===== config.mk =====
export PLATFORM = sky130hd
export DESIGN_NAME = mem_access_unit
export DESIGN_NICKNAME = d
export VERILOG_FILES = /design/src/rtl/mem_access_unit.sv
export SDC_FILE = /design/constraint.sdc
export NUM_CORES = 1
export LEC_CHECK = 0
export CAP_MARGIN = 20
export CORE_ASPECT_RATIO = 0.75
export CORE_MARGIN = 2
export CORE_UTILIZATION = 55
export CTS_CLUSTER_DIAMETER = 40
export DETAILED_ROUTE_END_ITERATION = 10
export DONT_BUFFER_PORTS = 1
export PLACE_DENSITY_LB_ADDON = 0.3
export SLEW_MARGIN = 20
export SYNTH_ARGS = -nofsm -noshare
export SYNTH_HDL_FRONTEND = slang
export SYNTH_SLANG_ARGS = --single-unit

===== constraint.sdc =====
create_clock -name clk -period 3.15 [get_ports clk]
set_input_delay 0.315 -clock clk [delete_from_list [all_inputs] [get_ports clk]]
set_output_delay 0.315 -clock clk [all_outputs]
set_load 0.05 [all_outputs]

===== src/rtl/mem_access_unit.sv =====
// Memory stage: issues one load or store per op on a req/ack data bus, with lane steering and load extension.
// Latency: 3 cycles accept->out_valid with immediate ack (accept, BUS, RESP); 2 cycles for rejected ops.
// Backpressure: in_ready only in IDLE, stall high otherwise; mem_req held until mem_ack or timeout.
//
// Ports:
//   clk, rst              clock, synchronous active-high reset
//   in_*                  op from the ALU stage (valid/ready, we, funct3, addr, store data)
//   mem_*                 data-memory bus (req/ack, word address, byte enables, replicated wdata, rdata)
//   out_*                 one-cycle completion: extended load data, misalign and timeout flags
//   stall                 pipeline hold while an op is in flight
module mem_access_unit #(
    parameter int unsigned TIMEOUT_CYCLES = 255
) (
    input  logic        clk,
    input  logic        rst,
    input  logic        in_valid,
    output logic        in_ready,
    input  logic        in_we,
    input  logic [2:0]  in_funct3,
    input  logic [31:0] in_addr,
    input  logic [31:0] in_wdata,
    output logic        mem_req,
    output logic        mem_we,
    output logic [31:0] mem_addr,
    output logic [3:0]  mem_be,
    output logic [31:0] mem_wdata,
    input  logic [31:0] mem_rdata,
    input  logic        mem_ack,
    output logic        out_valid,
    output logic [31:0] out_rdata,
    output logic        out_misalign,
    output logic        out_err,
    output logic        stall
);

    typedef enum logic [1:0] {
        IDLE = 2'd0,
        BUS  = 2'd1,
        RESP = 2'd2
    } state_t;

    // Last counter value before the access is abandoned; unused when the timeout is disabled.
    localparam logic [31:0] TO_LAST = (TIMEOUT_CYCLES == 0) ? 32'd0 : 32'(TIMEOUT_CYCLES - 1);

    state_t      state_q;
    logic [2:0]  funct3_q;
    logic [1:0]  off_q;
    logic [31:0] cnt_q;

    logic        illegal_d;
    logic [3:0]  be_d;
    logic [31:0] wdata_d;
    logic [31:0] load_d;
    logic [31:0] byte_shift;
    logic [31:0] half_shift;

    assign in_ready = (state_q == IDLE);
    assign stall    = (state_q != IDLE);

    // Decode of the incoming op: legality, byte enables, replicated store data.
    always_comb begin
        illegal_d = 1'b0;
        if (in_we) begin
            if (in_funct3 > 3'd2) illegal_d = 1'b1;
        end else begin
            if (in_funct3 == 3'd3 || in_funct3 == 3'd6 || in_funct3 == 3'd7) illegal_d = 1'b1;
        end
        if (in_funct3[1:0] == 2'd1 && in_addr[0]) illegal_d = 1'b1;
        if (in_funct3[1:0] == 2'd2 && in_addr[1:0] != 2'd0) illegal_d = 1'b1;

        be_d    = 4'b1111;
        wdata_d = in_wdata;
        case (in_funct3[1:0])
            2'd0: begin
                be_d    = 4'b0001 << in_addr[1:0];
                wdata_d = {4{in_wdata[7:0]}};
            end
            2'd1: begin
                be_d    = 4'b0011 << {in_addr[1], 1'b0};
                wdata_d = {2{in_wdata[15:0]}};
            end
            default: begin
                be_d    = 4'b1111;
                wdata_d = in_wdata;
            end
        endcase
    end

    // Load lane selection and extension from the latched funct3/offset.
    always_comb begin
        byte_shift = mem_rdata >> {off_q, 3'b000};
        half_shift = mem_rdata >> {off_q[1], 4'b0000};
        case (funct3_q)
            3'd0:    load_d = {{24{byte_shift[7]}}, byte_shift[7:0]};
            3'd1:    load_d = {{16{half_shift[15]}}, half_shift[15:0]};
            3'd2:    load_d = mem_rdata;
            3'd4:    load_d = {24'd0, byte_shift[7:0]};
            3'd5:    load_d = {16'd0, half_shift[15:0]};
            default: load_d = 32'd0;
        endcase
    end

    always_ff @(posedge clk) begin
        if (rst) begin
            state_q      <= IDLE;
            funct3_q     <= 3'd0;
            off_q        <= 2'd0;
            cnt_q        <= 32'd0;
            mem_req      <= 1'b0;
            mem_we       <= 1'b0;
            mem_addr     <= 32'd0;
            mem_be       <= 4'd0;
            mem_wdata    <= 32'd0;
            out_valid    <= 1'b0;
            out_rdata    <= 32'd0;
            out_misalign <= 1'b0;
            out_err      <= 1'b0;
        end else begin
            // Response outputs are only ever non-zero for the single RESP cycle.
            out_valid    <= 1'b0;
            out_rdata    <= 32'd0;
            out_misalign <= 1'b0;
            out_err      <= 1'b0;
            case (state_q)
                IDLE: begin
                    if (in_valid) begin
                        funct3_q  <= in_funct3;
                        off_q     <= in_addr[1:0];
                        mem_we    <= in_we;
                        mem_addr  <= {in_addr[31:2], 2'b00};
                        mem_be    <= be_d;
                        mem_wdata <= wdata_d;
                        cnt_q     <= 32'd0;
                        if (illegal_d) begin
                            // Rejected op skips the bus entirely.
                            state_q      <= RESP;
                            out_valid    <= 1'b1;
                            out_misalign <= 1'b1;
                        end else begin
                            state_q <= BUS;
                            mem_req <= 1'b1;
                        end
                    end
                end
                BUS: begin
                    // Ack is checked first so an ack in the final cycle beats the timeout.
                    if (mem_ack) begin
                        mem_req   <= 1'b0;
                        state_q   <= RESP;
                        out_valid <= 1'b1;
                        out_rdata <= mem_we ? 32'd0 : load_d;
                    end else if (TIMEOUT_CYCLES != 0 && cnt_q == TO_LAST) begin
                        mem_req   <= 1'b0;
                        state_q   <= RESP;
                        out_valid <= 1'b1;
                        out_err   <= 1'b1;
                    end else begin
                        cnt_q <= cnt_q + 32'd1;
                    end
                end
                RESP: begin
                    state_q <= IDLE;
                end
                default: begin
                    state_q <= IDLE;
                    mem_req <= 1'b0;
                end
            endcase
        end
    end

endmodule

==> flow_results.org <==
** Floorplanning
- Measured along the y axis, the die boundary spans 95.9 um.
- The core region is around 11000 um^2.
- Placement Rows :: 33
- Initial standard-cell utilization of the core :: 0.566
- I/O pin count :: 211
- Area of the die :: 12100 um^2
- The die is approximately 130 um wide.

** Timing
- Worst Hold Margin :: roughly 0.027 ns
- Slew at the pin closest to its max-slew limit :: about 1.1 ns
- Setup TNS after final layout :: 0 ns
- Post-route minimum period :: around 2.6 ns
- The max-slew violation total from the final report came to 0.
- Setup violations remaining at the end of the flow were counted as 0.
- The number of hold violations in the final report was 0.
- Highest clock rate :: between 300 and 400 MHz
- For the final database, setup skew stands at ~0.011 ns.
- Post-route clock period utilization :: 0.823
- Headroom to the max-slew limit :: 0.293
- Setup repair after global routing left no endpoint under its margin.

** Clock network
- The clock reaches the later pin of the worst-skew pair after between 0.4 and 0.5 ns.
- The H-tree was split into 4 levels.
- Clock slew seen by the registers of the worst setup and hold paths :: roughly 0.060 ns
- CTS saw roughly 140 sinks.
- No sink is reached through more buffers than the 2 on the longest clock path.
- Setup bufs post-CTS :: 0
- CTS Root Cell :: clkbuf_16
- Counting the buffers created by CTS gives 17.
- TritonCTS clock tree :: yes
- Buffers inserted to repair hold after CTS numbered 1.
- Resized Gates After CTS :: 0

** Logic synthesis
- Yosys instantiated no cell more often than nand2_1.
- Mapped cell area :: ~6200 um^2
- Summed over all instances, the cell type with the most area after synthesis is dfxtp_1.
- In this run, distinct cell masters in the synthesized netlist total 59.
- Counting flops with an async set or reset pin after synthesis yields a share of 0.
- For this run, the leading register cell type out of synthesis is dfxtp_1.
- Post-synthesis instance total :: between 700 and 800
- The average instance in the mapped netlist occupies around 8 um^2.
- Of the post-synthesis cell area, the dominant cell type holds 0.459.
- Of the synthesized area, sequential elements account for 0.459.
- By area the synthesized netlist is led by dfxtp_1, nand2_1, a21oi_1.
- Count of state elements after synthesis :: around 140
- Sorting the synthesized cells by how often they occur yields nand2_1, dfxtp_1, a21oi_1.
- Number of warning messages in the yosys log :: 0
- In this run, synthesis inferred 0 flip-flops with an integrated enable.

** Placed design
- Final weighted congestion of routability-driven global placement :: about 0.90
- The HPWL after detailed placement is between 10000 and 15000 um.
- The count of buffers added on input and output ports is 0.

** Global route
- Summed over all layers, the global routing overflow is 0.
- In this run the most used layer during global routing was met2.
- The initial antenna violation count came to 0.
- Across every metal layer, demand over resource in global routing totals 0.254.
- For met1 alone, demand over resource in global routing was 0.330.
- Met2 layer usage reported by global route :: 0.406
- First-pass GRT wire length :: approximately 25000 um
- For this run, global-route usage on met3 was measured as 0.0773.
- Vias in the first global route :: 4949
- Largest net degree at the start of global routing :: 75

** Drt
- Post-detailed-route wirelength per cell :: 18.3 um
- Drt via density :: between 6 and 7
- In the routed design, unresolved DRC markers number 0.
- The first TritonRoute pass finished after 6 iterations.
- Vias :: between 5000 and 6000
- Detail Route Antenna Nets :: 0
- For this block, the initial DRC count from the detailed router was 377.
- Total wire length after detailed routing :: 16200 um

** Final layout
- Proportion of layout cells with a drive suffix above 1 :: 0.0739
- Number of nets in the layout :: between 800 and 900
- From synthesis to final layout, the design area changed by 10.5%.
- Antenna diode count :: 0

** Worst setup path
- R2R Setup Slk :: about 0.56 ns
- Critical register-to-register path startpoint :: state_q[1]
- Reg-to-reg endpoint :: cnt_q[23]
- The critical path starts at state_q[1].
- STA puts the critical path data required time at approximately 3.5 ns.
- STA classifies the critical path endpoint as a flip-flop.
- The number of cells on the worst reg-to-reg path is 6.
- Along the worst path, the maximum fanout reaches 19.
- Critical path launch point type :: flip-flop
- Data arrives at the worst endpoint at 2.93 ns.
- Worst Path Class, Setup :: flip-flop to flip-flop

** Status
- Run status :: finished clean

** Job
- Number of max-cap violations :: 0

** Power and ir drop
- For this design the static power due to leakage is 2.40 nW.
- Across the VDD grid, the largest voltage drop is around 0.00045 V.
- Cell Pwr Density :: roughly 670 nW/um^2

** Hold path
- Hold path endpoint :: out_misalign
- Instance count along the most critical hold path :: 1
- Min-Delay Startpoint :: rst
- The worst hold path belongs to the class primary input to flip-flop.
worst max path at each step:
stage / slack [ns] / depth (start not counted) / end
2_1_floorplan: 0.87 / 7 / cnt_q[31]
3_3_place_gp: 0.56 / 6 / cnt_q[23]
3_5_place_dp: 0.51 / 6 / cnt_q[23]
4_1_cts: 0.48 / 6 / cnt_q[23]
5_1_grt: 0.45 / 6 / cnt_q[23]
6_report: 0.56 / 6 / cnt_q[23]
cells by family after synthesis:
family | after synthesis | share of synthesized area
AND/OR/NAND/NOR | 304 | 0.226
AO/OA/AOI/OAI | 209 | 0.207
flip-flops | 142 | 0.459
buffers and inverters | 63 | 0.0433
multiplexers | 35 | 0.0568
adder cells (fa/ha/maj) | 2 | 0.00404
XOR/XNOR | 2 | 0.00283
other | 1 | 0.000606
cell usage in the layout (no fill, tap or decap), types with 4 or more instances in the layout:
cell	n
nor4_1	5
nor3_1	5
and3_1	5
dfxtp_1	142
clkinvlp_4	4
o21ai_0	26
o2111ai_1	4
or3_1	26
nor2_1	46
a2111o_1	5
mux2i_1	34
buf_4	8
a21oi_1	105
nand4_1	12
inv_6	5
a31oi_1	8
a211oi_1	12
nand2_1	163
a22oi_1	8
nand3_1	14
inv_1	6
nand2b_1	6
clkbuf_16	17
o21ai_1	10
a311oi_1	8
a2bb2oi_1	7
worst max-delay path, cell delays in order (launching register included):
cell	delay, ns
dfxtp_1	0.35
nor2_1	0.73
buf_4	0.26
and2_4	0.26
o31ai_2	0.21
or4_1	0.55
a21oi_1	0.15
routing by layer:
metal,vias to the layer above,share of wire
li1,2632,-
met1,2575,0.42
met5,-,0
met4,0,0.013
met3,25,0.097
met2,314,0.47
registers in the layout, summed over array words and instances, names as in the netlist, 2 cells and up:
register,count
off_q,2
state_q,2
mem_addr,30
mem_wdata,32
funct3_q,3
out_rdata,32
mem_be,4
cnt_q,32
layout make-up:
cell class              count  area (um^2)
multi-input cells         554         3100
fillers                   926         4100
clock buffers              19          443
flip-flops and latches    142         2840
clock inverters            13          154
well taps                 140          175
repair buffers             10          103
inverters                   6         22.5
per-stage QoR:
| step | total power, W | std cells | area (um^2) | utilization | setup WS (ns) |
|---|---|---|---|---|---|
| 3_3_place_gp | 0.00257 | 850 | 6190 | 0.566 | 0.558 |
| 2_1_floorplan | 0.00253 | 759 | 6190 | - | 0.869 |
| 6_report | 0.00458 | 884 | 6840 | 0.625 | 0.557 |
| 5_1_grt | 0.00473 | 884 | 6840 | 0.625 | 0.446 |
| 3_5_place_dp | 0.00259 | 851 | 6210 | 0.567 | 0.506 |
| 4_1_cts | 0.00460 | 884 | 6830 | 0.624 | 0.478 |
report_power, final:
part	switching [W]	total (W)	internal, W
Clock	0.000804	0.00201	0.00121
Sequential	0.000319	0.00220	0.00188
Combinational	0.000240	0.000373	0.000133
Total	0.00136	0.00458	0.00322
No activity file was read; power rests on OpenSTA's default activity.
